## src/rtl/mem_pkg.sv

```systemverilog
// Shared types and width helpers for the memory-subsystem Wishbone arbiter.
// Widths are derived from the arbiter parameters so every user agrees on them.
package mem_pkg;

    typedef enum logic {
        IDLE,
        GRANT
    } arb_state_t;

    function automatic int idx_width(input int n);
        return (n > 1) ? $clog2(n) : 1;
    endfunction

    // One extra bit so the count can hold MAX_OUT itself.
    function automatic int oc_width(input int max_out);
        return $clog2(max_out) + 1;
    endfunction

    function automatic int wd_width(input int timeout);
        return (timeout > 2) ? $clog2(timeout) : 1;
    endfunction

endpackage

```

## src/rtl/rr_pick.sv

```systemverilog
// Round-robin picker: first set request at or after ptr, wrapping modulo NM.
// Rotate, priority-encode, un-rotate; also usable for cache way replacement.
module rr_pick
    import mem_pkg::*;
#(
    parameter int NM = 2
) (
    input  logic [NM-1:0]            req,
    input  logic [idx_width(NM)-1:0] ptr,
    output logic                     any,
    output logic [idx_width(NM)-1:0] idx
);
    localparam int IW = idx_width(NM);

    logic [NM-1:0] rot;
    int            enc;

    always_comb begin
        rot = '0;
        for (int i = 0; i < NM; i++) begin
            rot[i] = req[(i + int'(ptr)) % NM];
        end
        enc = 0;
        for (int i = NM - 1; i >= 0; i--) begin
            if (rot[i]) begin
                enc = i;
            end
        end
        any = |req;
        idx = IW'((enc + int'(ptr)) % NM);
    end

endmodule

```

## src/rtl/wb_mem_arbiter.sv

```systemverilog
// N-master to 1-slave pipelined Wishbone arbiter with round-robin grant,
// per-cycle bus lock, outstanding-strobe cap and a no-response watchdog.
module wb_mem_arbiter
    import mem_pkg::*;
#(
    parameter int NM      = 2,
    parameter int AW      = 18,
    parameter int DW      = 32,
    parameter int MAX_OUT = 4,
    parameter int TIMEOUT = 256
) (
    input  logic                 cpu_clock_i,
    input  logic                 cpu_reset_ni,
    input  logic [NM-1:0]        m_cyc_i,
    input  logic [NM-1:0]        m_stb_i,
    input  logic [NM-1:0]        m_we_i,
    input  logic [NM*AW-1:0]     m_adr_i,
    input  logic [NM*DW-1:0]     m_dat_i,
    input  logic [NM*DW/8-1:0]   m_sel_i,
    output logic [NM-1:0]        m_stall_o,
    output logic [NM-1:0]        m_ack_o,
    output logic [NM-1:0]        m_err_o,
    output logic [DW-1:0]        m_dat_o,
    output logic                 s_cyc_o,
    output logic                 s_stb_o,
    output logic                 s_we_o,
    output logic [AW-1:0]        s_adr_o,
    output logic [DW-1:0]        s_dat_o,
    output logic [DW/8-1:0]      s_sel_o,
    input  logic                 s_stall_i,
    input  logic                 s_ack_i,
    input  logic                 s_err_i,
    input  logic [DW-1:0]        s_dat_i
);
    localparam int IW = idx_width(NM);
    localparam int OW = oc_width(MAX_OUT);
    localparam int WW = wd_width(TIMEOUT);
    localparam int SW = DW / 8;

    arb_state_t    state, state_n;
    logic [IW-1:0] g, g_n, p, p_n, win;
    logic [OW-1:0] oc, oc_n;
    logic [WW-1:0] wd, wd_n;
    logic          any, granted, limit, timeout;
    logic          rel, cyc_g, stb_g, inc, done;

    rr_pick #(.NM(NM)) u_pick (
        .req (m_cyc_i),
        .ptr (p),
        .any (any),
        .idx (win)
    );

    assign granted = (state == GRANT);
    assign limit   = granted && (oc == OW'(MAX_OUT));
    assign timeout = granted && (wd == WW'(TIMEOUT - 1));
    assign cyc_g   = granted && m_cyc_i[g] && !timeout;
    assign stb_g   = cyc_g && m_stb_i[g] && !limit;
    assign inc     = stb_g && !s_stall_i;
    assign done    = cyc_g && (s_ack_i || s_err_i);
    assign rel     = granted && (!m_cyc_i[g] || timeout);

    always_comb begin
        s_cyc_o   = cyc_g;
        s_stb_o   = stb_g;
        s_we_o    = 1'b0;
        s_adr_o   = '0;
        s_dat_o   = '0;
        s_sel_o   = '0;
        m_stall_o = '1;
        m_ack_o   = '0;
        m_err_o   = '0;
        m_dat_o   = s_dat_i;
        if (granted) begin
            s_we_o       = m_we_i[g];
            s_adr_o      = m_adr_i[int'(g) * AW +: AW];
            s_dat_o      = m_dat_i[int'(g) * DW +: DW];
            s_sel_o      = m_sel_i[int'(g) * SW +: SW];
            m_stall_o[g] = s_stall_i || limit;
            m_ack_o[g]   = s_ack_i && cyc_g;
            m_err_o[g]   = (s_err_i && cyc_g) || timeout;
        end
    end

    // Arbitrate from IDLE or on release, so handover costs no idle cycle.
    always_comb begin
        state_n = state;
        g_n     = g;
        p_n     = p;
        oc_n    = oc;
        wd_n    = wd;
        if (!granted || rel) begin
            oc_n = '0;
            wd_n = '0;
            if (any) begin
                state_n = GRANT;
                g_n     = win;
                p_n     = (win == IW'(NM - 1)) ? '0 : win + 1'b1;
            end else begin
                state_n = IDLE;
            end
        end else begin
            if (inc && !done) begin
                oc_n = oc + 1'b1;
            end else if (done && !inc && oc != '0) begin
                oc_n = oc - 1'b1;
            end
            if (oc != '0 && !done) begin
                wd_n = wd + 1'b1;
            end else begin
                wd_n = '0;
            end
        end
    end

    always_ff @(posedge cpu_clock_i or negedge cpu_reset_ni) begin
        if (!cpu_reset_ni) begin
            state <= IDLE;
            g     <= '0;
            p     <= '0;
            oc    <= '0;
            wd    <= '0;
        end else begin
            state <= state_n;
            g     <= g_n;
            p     <= p_n;
            oc    <= oc_n;
            wd    <= wd_n;
        end
    end

endmodule

```

## config.mk

```make
export PLATFORM = sky130hd
export DESIGN_NAME = wb_mem_arbiter
export DESIGN_NICKNAME = d
export VERILOG_FILES = /design/src/rtl/mem_pkg.sv /design/src/rtl/rr_pick.sv /design/src/rtl/wb_mem_arbiter.sv
export SDC_FILE = /design/constraint.sdc
export NUM_CORES = 1
export LEC_CHECK = 0
export ABC_AREA = 0
export CORE_AREA = 2 2 95 97
export DETAILED_ROUTE_END_ITERATION = 10
export DIE_AREA = 0 0 97 99
export MAX_ROUTING_LAYER = met4
export PLACE_DENSITY = 0.73
export SLEW_MARGIN = 20
export SYNTH_ARGS = -nofsm -noshare
export SYNTH_HDL_FRONTEND = slang
export SYNTH_SLANG_ARGS = --single-unit
```

## constraint.sdc

```tcl
create_clock -name cpu_clock_i -period 5.9 [get_ports cpu_clock_i]
set_input_delay 1.18 -clock cpu_clock_i [delete_from_list [all_inputs] [get_ports cpu_clock_i]]
set_output_delay 1.18 -clock cpu_clock_i [all_outputs]
set_load 0.01 [all_outputs]
```

# After elaboration in Yosys (flattened, before gate mapping)
# Index checks and enable logic that the tools add are counted.
# classes
addsub,6
multipliers,1
n_div,0
n_lt_le_gt_ge,4
eq_ne,2
shift,3
muxes,29
bitwise_logic,5
reduce_logical,32
# op_table
operator,n
$shiftx A64 B7 Y32,1
$shiftx A36 B7 Y18,1
$mux W32,1
$mux W18,1
$mux W1,17
$logic_and A1 B1 Y1,16
$mux W8,2
$mux W3,3
$add A8 B1 Y8 const B,1
$eq A8 B8 Y1 const B,1
$shiftx A8 B4 Y4,1
$logic_not A1 Y1,7
$mux W2,3
$reduce_bool A3 Y1,2
$logic_or A1 B1 Y1,5
$mul A1 B4 Y5 const B,1
$and A2 B2 Y2,2
$lt A1 B2 Y1 const B,2
$mux W4,1
$add A3 B1 Y3 const B,1
$eq A3 B3 Y1 const B,1
$lt A2 B3 Y1 const B,1
$sub A3 B1 Y3 const B,1
$not A2 Y2,1
9 further kinds,9
# totals
register_bits,14
latchBits,0
ram_bits,0
romBits,0
inputBits,151
out_inout_bits,95
mem_count,0

# Depth between registers and ports, before layout
# Gate-level depths: netlist (run 1).
# logic_depth
word_depth,13
mapped_depth,12

# Modules after synthesis
# Synthesis (run 1) repeated with hierarchy kept, for this count alone.
# hier_totals
cells_unflattened,249
area_unflattened_um2,2057.0
# modules_own_cells
mod,instances,cells_each,area_per_inst_um2,seq_area_each_um2
wb_mem_arbiter,1,246,2035.7,350.3
rr_pick,1,3,21.3,0.0

# Least setup slack after synthesis (run 1)
# OpenSTA, ideal clock, no wires.
# synth_path
kind,input port to flip-flop
start,in m_cyc_i[1]
end,reg oc[2]
t_arrival_ns,3.267
required_time_ns,5.822
path_slack_ns,2.555
cell_stages,11
path_buffers,1
path_cell_list,mux2i_1 -> nor2b_1 -> clkbuf_1 -> nand2_1 -> inv_1 -> and3_1 -> fa_1 -> or3_1 -> or4_1 -> a21o_1 -> a21oi_1
# synth_via
elab_chain_len,11
word_cells_on_any_way,20
classes_between,4 x mux; 16 x reduce/logical
# synth_rtl
item,line_no,text
"start, declared",wb_mem_arbiter.sv:14,"input logic [NM-1:0] m_cyc_i,"
$mux W1 (not written as such) (*) (2 in series),wb_mem_arbiter.sv:57,assign cyc_g = granted && m_cyc_i[g] && !timeout;
$logic_and A1 B1 Y1 (*) (2 in series),wb_mem_arbiter.sv:57,
named net s_cyc_o,wb_mem_arbiter.sv:24,"output logic s_cyc_o,"
$logic_and A1 B1 Y1 (2 in series),wb_mem_arbiter.sv:58,assign stb_g = cyc_g && m_stb_i[g] && !limit;
$logic_and A1 B1 Y1,wb_mem_arbiter.sv:59,assign inc = stb_g && !s_stall_i;
$logic_not A1 Y1,wb_mem_arbiter.sv:105,end else if (done && !inc && oc != '0) begin
$logic_and A1 B1 Y1 (2 in series),wb_mem_arbiter.sv:105,
$reduce_bool A3 Y1 (no line),--,
"end signal, assigned",wb_mem_arbiter.sv:127,oc <= oc_n;
"end, declared",wb_mem_arbiter.sv:42,"logic [OW-1:0] oc, oc_n;"
# The timed path passes the listed nets; every way through them passes the cells marked *. The select of a mux whose other input is x is not followed.
# A chain may end at the register's enable or synchronous reset.

# Worst setup path after layout (run 1)
# layout_path
start,in m_cyc_i[1]
end,out m_ack_o[0]
# layout_via
elab_chain_len,7
# layout_rtl
item,line_no,text
$mux W1 (not written as such) (2 in series),wb_mem_arbiter.sv:57,
$logic_and A1 B1 Y1 (2 in series),wb_mem_arbiter.sv:57,
$logic_and A1 B1 Y1,wb_mem_arbiter.sv:80,m_ack_o[g] = s_ack_i && cyc_g;
$and A2 B2 Y2 (no line),--,
$mux W2,wb_mem_arbiter.sv:74,if (granted) begin
"end, declared",wb_mem_arbiter.sv:21,"output logic [NM-1:0] m_ack_o,"
# No other way between the ends. The select of a mux whose other input is x is not followed.

==> results of run 1 <==
worst max path at each step:
stage	cells after the start	end	from	slack, ns
floorplan	11	oc[2]	m_cyc_i[1]	2.56
global placement	7	m_ack_o[0]	m_cyc_i[1]	1.62
detailed placement	7	m_ack_o[0]	m_cyc_i[1]	1.61
CTS	7	m_ack_o[0]	m_cyc_i[1]	1.58
global route	7	m_ack_o[0]	m_cyc_i[1]	1.48
finish	7	m_ack_o[0]	m_cyc_i[1]	1.58
where the power goes:
part	internal, mW	switching [mW]
sequential	0.110	0.0428
clock	0.0478	0.0337
combinational	0.335	0.214
total	0.492	0.291
Yosys cell counts, drive strengths merged (2+ instances only):
master | count | share of area
and3 | 6 | 0.019
inv | 3 | 0.0056
xor2 | 4 | 0.017
or2 | 3 | 0.0093
nor2 | 13 | 0.024
a21boi | 3 | 0.011
nand4 | 2 | 0.0062
xnor2 | 2 | 0.0087
mux2i | 60 | 0.30
buf | 38 | 0.14
clkbuf | 8 | 0.015
nor3 | 3 | 0.0074
nand3 | 9 | 0.022
nor2b | 58 | 0.18
dfrtp | 14 | 0.17
nand2 | 5 | 0.0093
cell type report:
cell class                 count  area [um2]  share of cell area
clock buffer                   4        45.0              0.0121
inverter                       3        11.3             0.00302
multi-input combinational    181        1360               0.363
sequential                    14         354              0.0948
tap                          108         135              0.0362
timing repair buffer         184        1830               0.491
metrics by stage:
| step | power [mW] | setup slack [ns] | area (um2) |
|---|---|---|---|
| detailed placement | 0.707 | 1.61 | 3690 |
| CTS | 0.791 | 1.58 | 3730 |
| global placement | 0.699 | 1.62 | 3690 |
| global route | 0.838 | 1.48 | 3730 |
| finish | 0.783 | 1.58 | 3730 |
| floorplan | 0.449 | 2.56 | 2020 |
state kept, by name (all words and copies together) (netlist names):
| register | flops |
|---|---|
| g | 1 |
| granted | 1 |
| wd | 8 |
| p | 1 |
| oc | 3 |
routing by layer:
metal,global-route usage,vias up,share of wire
met5,-,-,0
met4,0.0282,0,0.0082
met3,0.0426,10,0.089
met2,0.272,128,0.51
met1,0.173,1011,0.39
li1,-,1078,-
logic make-up (layout without fill, tap and decap cells):
| family | Yosys count | count (layout) | synth area share |
|---|---|---|---|
| AO/OA/AOI/OAI | 9 | 9 | 0.0347 |
| AND/OR/NAND/NOR | 104 | 104 | 0.297 |
| buffers and inverters | 49 | 191 | 0.156 |
| adder cells (fa/ha/maj) | 2 | 2 | 0.0161 |
| flip-flops | 14 | 14 | 0.173 |
| multiplexers | 60 | 60 | 0.297 |
| XOR/XNOR | 6 | 6 | 0.0260 |
==> key figures, run 1 <==
Outcome
  • Result of the run: complete, no violations

Layout
  • Final standard cell utilization of the core: 0.437
  • Diode insertion count for antenna repair: 0
  • Leading cell type in the layout, fill and taps excluded: sky130_fd_sc_hd__clkdlybuf4s50_1
  • Final net count: 540
  • Fill cell total of the finished layout: 864
  • Post-Layout Cell Count: roughly 490
  • Area growth from synthesis to layout: 84.9%
  • Fraction of final layout cells sized beyond drive strength 1: 0.0285
  • Most frequent cells in the layout: 181 x sky130_fd_sc_hd__clkdlybuf4s50_1, 60 x sky130_fd_sc_hd__mux2i_1, 58 x sky130_fd_sc_hd__nor2b_1, 13 x sky130_fd_sc_hd__nor2_1, 13 x sky130_fd_sc_hd__dfrtp_1

Pwr
  • Total power density per cell area: ~210 mW/mm2
  • Leak pwr: 1.57 nW
  • Highest ir drop seen on vdd: 0.000128 V

Detailed routing
  • Routed len/inst: ~16 um
  • Initial DRC Count: 25
  • Via-to-Cell Ratio: 4.51
  • Total DRC errors in the routed layout: 0
  • First-pass iteration count of the detailed router: 4
  • Via count: 2,227
  • Number of antenna-violating nets in the routed design: 0
  • Post-detailed-routing wire length: 7690 um

Logic synthesis
  • Most used DFF post-synth: sky130_fd_sc_hd__dfrtp_1
  • Number of flops mapped to enable cells by yosys: 0
  • Synthesized instance count: about 240
  • Synth warnings: 0
  • Post-Synthesis Cell Area: 0.00202 mm2
  • Post-Synthesis Net Count: 397
  • Per-instance average area after synthesis: 8.28 um2
  • Async set-reset flop share out of synthesis: 1.00
  • Count of distinct cell types in the synthesized netlist: 30
  • Register area share after synthesis: 0.173
  • #FFs+latches synth: 14

Global routing
  • Maximum number of pins on one net before global-route repair: 62
  • Number of global-route vias before repair: 2,219
  • Number of antenna violations at the first check in global routing: 0
  • Total gr overflow: 0
  • Global-route wire length before repair: 11,700 um
  • Tot GR Track Use: 0.153

Setup path
  • Max FO, Critical Path: 5
  • Data arrival at the endpoint of the critical path: 3.14 ns
  • Crit path buf inv count: 3
  • Cell type with the highest occurrence count on the critical path: sky130_fd_sc_hd__clkdlybuf4s50_1
  • Data required, critical path: 4.72 ns
  • Reg2reg path depth: 9
  • R2R setup slack: 2.28 ns
  • Category of the worst setup path launch point: input port
  • Kind of critical path: in2out
  • Worst setup EP type: output port
  • Worst R2R End: oc[2]
  • Start of the worst register-to-register path: g
  • Cells along the critical path: clkdlybuf4s50_1, mux2i_1, nor2b_1, nand2_1, inv_1, and3_1, clkdlybuf4s50_1
  • Slowest stage cell, crit path: sky130_fd_sc_hd__clkdlybuf4s50_1
  • Max incr delay on CP: between 0.5 and 0.6 ns
  • CP top delay family: buffers and inverters

Clock network
  • CTS root buffer: sky130_fd_sc_hd__clkbuf_8
  • TritonCTS sink count: 14
  • Number of buffers added by the clock tree synthesis step: 3
  • Insertion delay of the later-clocked pin in the worst-skew pair: 0.25 ns
  • Post-CTS repair timing setup buffer count: 0
  • Resized cells post-CTS: 0
  • Post-CTS clock slew at the launch and capture registers of the worst setup and hold paths: 0.05 ns
  • Number of hold buffers added after cts: 0
  • CTS max path bufs: 2
  • Maximum level of the CTS H-tree: 1
  • CTS tree: yes

Place
  • Hpwl dp: between 6000 and 7000 um
  • Total instance count after detailed placement: 490
  • Weighted congestion at the end of routability-driven global placement: about 0.81
  • Buffers added on ports: 181

Floorplan
  • Site Rows: 34
  • Horiz. Die Dim: 97 um
  • Die area: 0.00960 mm2
  • Top Ports: 246
  • Initial Util: 0.236
  • Core ar.: 0.00855 mm2
  • Die Y: between 90 and 100 um

Timing
  • Shortest period the worst path allows: 4.32 ns
  • Headroom to the max-slew limit: 0.568
  • Worst-case hold slack: 0.481 ns
  • Total of endpoints with negative setup slack in the final report: 0
  • Transition time at the pin with the least slew margin: approximately 0.65 ns
  • Number of max-slew violations in the final report: 0
  • Final Hold Viols: 0
  • Worst clock skew: slightly below 0.004 ns
  • Final sum of negative setup slack: 0 ns
  • RSZ-0062 raised after global routing: false
  • Final clock period utilization by the worst path: 0.733
  • Maximum clock frequency: approximately 0.23 GHz

Worst hold path
  • Hold worst-path end: wd[0]
  • Source of the worst hold timing path: wd[0]
  • Instance count along the most critical hold path: 1
  • Worst Hold Class: reg2reg

Job
  • Maxcap violations: 0
Note: power is estimated with default switching activity, not from simulation.
==> run 2, diff against run 1 <==
clock period = 4.2 ns   (was 5.9 ns; I/O delays follow)
==> run 2 against run 1 <==
  * Die area is the same
  * Sequential share of layout area is essentially flat
  * Worst setup slack got worse by 0.98 ns
  * Sequential power up 43%
  * Clock power is 60% higher
  * Cell count did not move
  * First-iteration DRC count unchanged
  * Combinational power grew 39%
  * Critical endpoint unchanged
  * Largest power group unchanged
==> key figures, run 2 (synthesis gave the netlist of run 1 again) <==
Outcome
  • Result of the run: complete, no violations

Clock network
  • Maximum level of the CTS H-tree: 1 (unchanged)
  • Resized cells post-CTS: 0 (unchanged)
  • CTS max path bufs: 2 (unchanged)
  • TritonCTS sink count: 14 (unchanged)
  • Post-CTS clock slew at the launch and capture registers of the worst setup and hold paths: 0.06 ns (about the same)
  • Number of hold buffers added after cts: 0 (unchanged)
  • Insertion delay of the later-clocked pin in the worst-skew pair: 0.24 ns (about the same)
  • CTS root buffer: sky130_fd_sc_hd__clkbuf_8
  • Number of buffers added by the clock tree synthesis step: 3 (unchanged)
  • CTS tree: yes
  • Post-CTS repair timing setup buffer count: 0 (unchanged)

Place
  • Weighted congestion at the end of routability-driven global placement: 0.796 (-1.4%)
  • Buffers added on ports: 181 (unchanged)
  • Hpwl dp: 6260 um (-1.5%)
  • Total instance count after detailed placement: 490 (unchanged)
  • Area post-placement: 0.00369 mm2 (unchanged)
  • Post-Place Worst Slack: 0.628 ns (-0.977 ns)

Timing
  • Worst-case hold slack: 0.482 ns (+0.000314 ns)
  • Worst Slack Setup Final: 0.593 ns (-0.982 ns)
  • Transition time at the pin with the least slew margin: 0.611 ns (-0.0358 ns)
  • Final Hold Viols: 0 (unchanged)
  • Shortest period the worst path allows: 3.61 ns
  • Final sum of negative setup slack: 0 ns (unchanged)
  • Number of max-slew violations in the final report: 0 (unchanged)
  • Maximum clock frequency: 0.277 GHz
  • Final clock period utilization by the worst path: 0.859
  • Headroom to the max-slew limit: 0.592 (+0.0239)
  • Total of endpoints with negative setup slack in the final report: 0 (unchanged)
  • RSZ-0062 raised after global routing: false
  • Worst clock skew: 0.00242 ns (-0.00152 ns)

Layout
  • Area growth from synthesis to layout: 85.4%
  • Post-Layout Cell Count: 494 (unchanged)
  • Register name with the most flops: wd
  • Leading cell type in the layout, fill and taps excluded: sky130_fd_sc_hd__clkdlybuf4s50_1
  • Fraction of final layout cells sized beyond drive strength 1: 0.0311 (+0.00259)
  • Most frequent cells in the layout: 181 x sky130_fd_sc_hd__clkdlybuf4s50_1, 60 x sky130_fd_sc_hd__mux2i_1, 58 x sky130_fd_sc_hd__nor2b_1, 13 x sky130_fd_sc_hd__nor2_1, 13 x sky130_fd_sc_hd__dfrtp_1
  • Largest registers: wd (8), oc (3)
  • Flip-flop count of the largest register after layout: 8 (unchanged)
  • Final net count: 540 (unchanged)
  • Post-route standard cell area excluding fillers: 0.00374 mm2 (+0.27%)
  • Diode insertion count for antenna repair: 0 (unchanged)
  • Fill cell total of the finished layout: 820 (-5.1%)

Detailed routing
  • Number of antenna-violating nets in the routed design: 0 (unchanged)
  • Total DRC errors in the routed layout: 0 (unchanged)
  • Via-to-Cell Ratio: 4.48 (-0.63%)
  • Routed len/inst: 15.3 um (-1.9%)
  • Via count: 2,213 (-0.63%)
  • Post-detailed-routing wire length: 7550 um (-1.9%)
  • First-pass iteration count of the detailed router: 4 (unchanged)
  • Initial DRC Count: 25 (unchanged)

Floorplan
  • Die Y: 99 um (unchanged)
  • Horiz. Die Dim: 97 um (unchanged)
  • Top Ports: 246 (unchanged)
  • Core ar.: 0.00855 mm2 (unchanged)
  • Die area: 0.00960 mm2 (unchanged)
  • Site Rows: 34 (unchanged)
  • Initial Util: 0.236 (unchanged)

Pwr
  • Highest ir drop seen on vdd: 0.000237 V (+86%)
  • Leak pwr: 1.58 nW (+0.38%)
  • Total power density per cell area: 296 mW/mm2 (+41%)

Global routing
  • Maximum number of pins on one net before global-route repair: 61 (-1.6%)
  • Total gr overflow: 0 (unchanged)
  • Number of antenna violations at the first check in global routing: 0 (unchanged)
  • Tot GR Track Use: 0.149 (-0.00411)
  • Global-route wire length before repair: 11,400 um (-2.7%)
  • Number of global-route vias before repair: 2,269 (+2.3%)

Setup path
  • Max FO, Critical Path: 5 (unchanged)
  • Cell type with the highest occurrence count on the critical path: sky130_fd_sc_hd__clkdlybuf4s50_1
  • Data arrival at the endpoint of the critical path: 2.77 ns (-0.37 ns)
  • Worst setup EP type: output port
  • Slowest stage cell, crit path: sky130_fd_sc_hd__clkdlybuf4s50_1
  • Category of the worst setup path launch point: input port
  • Cells along the critical path: clkdlybuf4s50_1, mux2i_1, nor2b_1, nand2_1, inv_1, and3_1, clkdlybuf4s50_1
  • Max incr delay on CP: 0.53 ns (about the same)
  • Data required, critical path: 3.36 ns (-1.36 ns)
  • Kind of critical path: in2out

Worst hold path
  • Worst Hold Class: reg2reg

Job
  • Maxcap violations: 0 (unchanged)
[run 2: cell type report]
class                   count  area [um2]  share of cell area
repair buffers            184        1830               0.490
multi-input cells         181        1360               0.362
flip-flops and latches     14         354              0.0946
well taps                 108         135              0.0361
clock buffers               4        55.1              0.0147
inverters                   3        11.3             0.00301
[run 2: critical path: cells and delay by family]
kind / cells / cell delay (ns)
multiplexers: 1 / 0.10
buffers and inverters: 3 / 1.21
AND/OR/NAND/NOR: 3 / 0.61
[run 2: power by group]
part | switching (mW) | total [mW] | leakage (nW) | internal [mW]
clock | 0.0473 | 0.130 | 0.0288 | 0.0829
sequential | 0.0641 | 0.219 | 0.185 | 0.155
combinational | 0.291 | 0.761 | 1.36 | 0.470
total | 0.403 | 1.11 | 1.58 | 0.707
[run 2: path summary, 6_finish.rpt]
| kind | start | end | slack (ns) | cells past startpoint |
|---|---|---|---|---|
| max reg2reg | wd[0] | oc[2] | 0.99 | 11 |
| min | wd[0] | wd[0] | 0.48 | 1 |
| max in group asynchronous | cpu_reset_ni | g | 2.77 | 1 |
| max | m_cyc_i[1] | m_ack_o[0] | 0.59 | 7 |
| min in group asynchronous | cpu_reset_ni | wd[6] | 0.98 | 1 |
| min reg2reg | wd[0] | wd[0] | 0.48 | 1 |
[run 2: metal layers]
metal / wire length, um / track usage / up-vias
met3: 680 / 0.0447 / 4
met5: 0 / - / -
met4: 25 / 0.0249 / 0
met1: 2990 / 0.173 / 999
li1: - / - / 1080
met2: 3860 / 0.258 / 130
[run 2: metrics by stage]
| step | utilization | power (mW) |
|---|---|---|
| 2_1_floorplan | - | 0.630 |
| 3_3_place_gp | 0.432 | 0.981 |
| 3_5_place_dp | 0.432 | 0.989 |
| 4_1_cts | 0.438 | 1.12 |
| 5_1_grt | 0.438 | 1.19 |
| 6_report | 0.438 | 1.11 |
==> run 3, diff against run 2 <==
CORE_AREA = 2 2 96 98   (was 2 2 95 97)
DIE_AREA = 0 0 98 100   (was 0 0 97 99)
PLACE_DENSITY = 0.74   (was 0.73)
SYNTH_HIERARCHICAL = 1   (was not set)
==> run 3 against run 2 <==
  * Critical path depth unchanged
  * Clock power barely moved
  * Utilization shrank 1.1 points
  * Wire length fell by 8.6%
  * Global-route usage fell by 1.4 points
  * Critical endpoint is now m_err_o[0]
  * Largest power group unchanged
  * Highest routed layer unchanged
==> key figures, run 3 <==
Outcome
  • Result of the run: complete, no violations

Layout
  • Most frequent cells in the layout: 181 x sky130_fd_sc_hd__clkdlybuf4s50_1, 61 x sky130_fd_sc_hd__mux2i_1, 58 x sky130_fd_sc_hd__nor2b_1, 15 x sky130_fd_sc_hd__nor2_1, 13 x sky130_fd_sc_hd__dfrtp_1
  • Final net count: 544 (+0.74%)
  • Fraction of final layout cells sized beyond drive strength 1: 0.0385 (+0.00737)
  • Area growth from synthesis to layout: 84.3%
  • Flip-flop count of the largest register after layout: 8 (unchanged)
  • Fill cell total of the finished layout: 900 (+9.8%)
  • Largest registers: wd (8), oc (3)
  • Reg area: 354 um2 (unchanged)
  • Leading cell type in the layout, fill and taps excluded: sky130_fd_sc_hd__clkdlybuf4s50_1
  • Register name with the most flops: wd
  • Multi-input gate area in the final layout: 0.00138 mm2 (+1.5%)
  • Post-Layout Cell Count: 502 (+1.6%)

Clock network
  • Post-CTS repair timing setup buffer count: 0 (unchanged)
  • Post-CTS clock slew at the launch and capture registers of the worst setup and hold paths: 0.06 ns (about the same)
  • Number of hold buffers added after cts: 0 (unchanged)
  • CTS root buffer: sky130_fd_sc_hd__clkbuf_8
  • CTS tree: yes
  • Number of buffers added by the clock tree synthesis step: 3 (unchanged)
  • Insertion delay of the later-clocked pin in the worst-skew pair: 0.25 ns (about the same)
  • Resized cells post-CTS: 0 (unchanged)
  • TritonCTS sink count: 14 (unchanged)
  • CTS max path bufs: 2 (unchanged)
  • Maximum level of the CTS H-tree: 1 (unchanged)

Pwr
  • Highest ir drop seen on vdd: 0.000207 V (-13%)
  • Internal power component: 936 uW (+32%)
  • Total power density per cell area: 399 mW/mm2 (+35%)
  • Share of total power in combinational logic: 0.755 (+0.069)
  • Sequential group share of total power: 0.158 (-0.039)
  • Switching Fraction: 0.382 (+0.0191)
  • Leak pwr: 1.57 nW (-0.41%)
  • Clock share of power: 0.087 (-0.030)
  • Overall power after layout: 1.51 mW (+36%)
  • Switching power: 578 uW (+44%)

Logic synthesis
  • Area share of the leading cell type in the synthesized netlist: 0.297 (-0.000561)
  • Post-Synthesis Net Count: 402 (+1.3%)
  • Adder and majority gate portion of the synthesized area: 0.0213 (+0.00518)
  • Per-instance average area after synthesis: 8.26 um2 (-0.19%)
  • Most used standard cells in the synthesized netlist: 61 x sky130_fd_sc_hd__mux2i_1, 58 x sky130_fd_sc_hd__nor2b_1, 34 x sky130_fd_sc_hd__buf_4
  • Xor-xnor portion of the synthesized cell area: 0.0255 (-0.000475)
  • Share of synthesized area spent on multiplexers: 0.302 (+0.00491)
  • Register area share after synthesis: 0.170 (-0.00317)
  • Synth Area in Compound Gates: 0.0274 (-0.00732)
  • Dominant combinational cell family by area after synthesis: multiplexers
  • #FFs+latches synth: 14 (unchanged)
  • Top cell type by total area after synthesis: sky130_fd_sc_hd__mux2i_1
  • Number of flops mapped to enable cells by yosys: 0 (unchanged)
  • Synthesized instance count: 249 (+2.0%)
  • Async set-reset flop share out of synthesis: 1.00 (unchanged)
  • Leading cell type by number of instances after synthesis: sky130_fd_sc_hd__mux2i_1
  • Area contributors post-synth: sky130_fd_sc_hd__mux2i_1 30%, sky130_fd_sc_hd__nor2b_1 18%, sky130_fd_sc_hd__dfrtp_1 17%
  • Most used DFF post-synth: sky130_fd_sc_hd__dfrtp_1
  • Simple-gate share of the synthesized area: 0.292 (-0.00481)
  • Count of distinct cell types in the synthesized netlist: 30 (unchanged)
  • Synth warnings: 6 (+6)
  • Post-Synthesis Cell Area: 0.00206 mm2 (+1.9%)

Timing
  • Worst-case hold slack: 0.483 ns (+0.00149 ns)
  • Final sum of negative setup slack: 0 ns (unchanged)
  • Worst Slack Setup Final: 0.775 ns (+0.182 ns)
  • Number of max-slew violations in the final report: 0 (unchanged)
  • Transition time at the pin with the least slew margin: 0.617 ns (+0.00577 ns)
  • Total of endpoints with negative setup slack in the final report: 0 (unchanged)
  • Final clock period utilization by the worst path: 0.815 (-0.0433)
  • Maximum clock frequency: 0.292 GHz (+5.3%)
  • Headroom to the max-slew limit: 0.588 (-0.00386)
  • RSZ-0062 raised after global routing: false
  • Shortest period the worst path allows: 3.42 ns (-0.182 ns)
  • Worst clock skew: 0.00123 ns (-0.00120 ns)
  • Final Hold Viols: 0 (unchanged)

Place
  • Weighted congestion at the end of routability-driven global placement: 0.860 (+8.1%)
  • Post-Place Worst Slack: 0.764 ns (+0.135 ns)
  • Buffers added on ports: 181 (unchanged)
  • Hpwl dp: 5740 um (-8.3%)
  • Total instance count after detailed placement: 497 (+1.4%)

Global routing
  • Number of antenna violations at the first check in global routing: 1 (+1)
  • Global route hottest layer: met2
  • Tot GR Track Use: 0.135 (-0.0138)
  • Global-route wire length before repair: 10,800 um (-5.6%)
  • Number of global-route vias before repair: 2,204 (-2.9%)
  • GR met1 Demand/Resource: 0.157 (-0.0166)
  • Met3 Resource Use GR: 0.0369 (-0.00777)
  • Total gr overflow: 0 (unchanged)
  • Met2 usage in global routing: 0.230 (-0.0283)
  • Maximum number of pins on one net before global-route repair: 61 (unchanged)

Setup path
  • Kind of critical path: in2out
  • Data arrival at the endpoint of the critical path: 2.58 ns (-0.19 ns)
  • Category of the worst setup path launch point: input port
  • Data required, critical path: 3.36 ns (about the same)
  • Worst Setup SP: m_cyc_i[1]
  • Max FO, Critical Path: 8 (+3)
  • Start of the worst register-to-register path: wd[0]
  • Worst setup EP type: output port

Floorplan
  • Core ar.: 0.00889 mm2 (+4.0%)
  • Top Ports: 246 (unchanged)
  • Initial Util: 0.231 (-0.00479)
  • Site Rows: 35 (+2.9%)
  • Die area: 0.00980 mm2 (+2.1%)
  • Die Y: 100 um (+1.0%)
  • Horiz. Die Dim: 98 um (+1.0%)

Detailed routing
  • Number of antenna-violating nets in the routed design: 0 (unchanged)
  • Via-to-Cell Ratio: 4.48 (about the same)
  • Via count: 2,247 (+1.5%)
  • Initial DRC Count: 33 (+32%)
  • Post-detailed-routing wire length: 6900 um (-8.6%)
  • First-pass iteration count of the detailed router: 4 (unchanged)
  • Routed len/inst: 13.7 um (-10%)
  • Total DRC errors in the routed layout: 0 (unchanged)

Job
  • Maxcap violations: 0 (unchanged)

Worst hold path
  • Worst Hold Class: reg2reg
  • Source of the worst hold timing path: wd[0]
[run 3: cell count changes after synthesis, sizes merged, moves of 2 or more]
cell	change
and3	-3
buf	+3
clkbuf	-2
inv	+2
nand3	+2
nand4	-2
nor2	+2
xnor2	+2
xor2	-2
[run 3: layout make-up]
class                   count  area share
repair buffers            184       0.487
clock buffers               4      0.0145
well taps                 111      0.0366
diodes                      1    0.000660
multi-input cells         183       0.363
inverters                   5     0.00495
flip-flops and latches     14      0.0934
[run 3: worst paths after layout]
check	to	slack, ns	depth (start not counted)
max	m_err_o[0]	0.78	7
min	wd[0]	0.48	1
max reg2reg	oc[2]	1.01	11
min reg2reg	wd[0]	0.48	1
max in group asynchronous	g	2.76	1
min in group asynchronous	wd[0]	0.98	1
[run 3: power groups by stage]
| stage | clock network (mW) | logic, mW | registers (mW) |
|---|---|---|---|
| detailed placement | 0 | 1.15 | 0.245 |
| global placement | 0 | 1.13 | 0.242 |
| global route | 0.140 | 1.23 | 0.247 |
| CTS | 0.135 | 1.16 | 0.243 |
| floorplan | 0 | 0.679 | 0.168 |
| finish | 0.132 | 1.14 | 0.239 |
[run 3: kinds of logic after synthesis]
group                    count (synthesis)
AO/OA/AOI/OAI                            6
multiplexers                            62
flip-flops                              14
XOR/XNOR                                 6
adder cells (fa/ha/maj)                  3
buffers and inverters                   52
AND/OR/NAND/NOR                        106
[run 3: worst max-delay path: stages]
cell and delay [ns]:
sky130_fd_sc_hd__clkdlybuf4s50_1 0.51, sky130_fd_sc_hd__mux2i_1 0.09, sky130_fd_sc_hd__nor2b_1 0.16, sky130_fd_sc_hd__buf_4 0.18
sky130_fd_sc_hd__a21boi_0 0.12, sky130_fd_sc_hd__nor2b_1 0.14, sky130_fd_sc_hd__clkdlybuf4s50_1 0.55
[run 3: metrics by stage]
step           cell area [um2]   util
3_5_place_dp              3730  0.420
3_3_place_gp              3730  0.420
4_1_cts                   3790  0.426
6_report                  3790  0.426
2_1_floorplan             2060      -
5_1_grt                   3790  0.426
[run 3: metal layers]
metal / share of wire / up-vias
met5: 0 / -
met4: 0.019 / 0
met3: 0.092 / 22
met2: 0.50 / 120
met1: 0.39 / 1023
li1: - / 1082
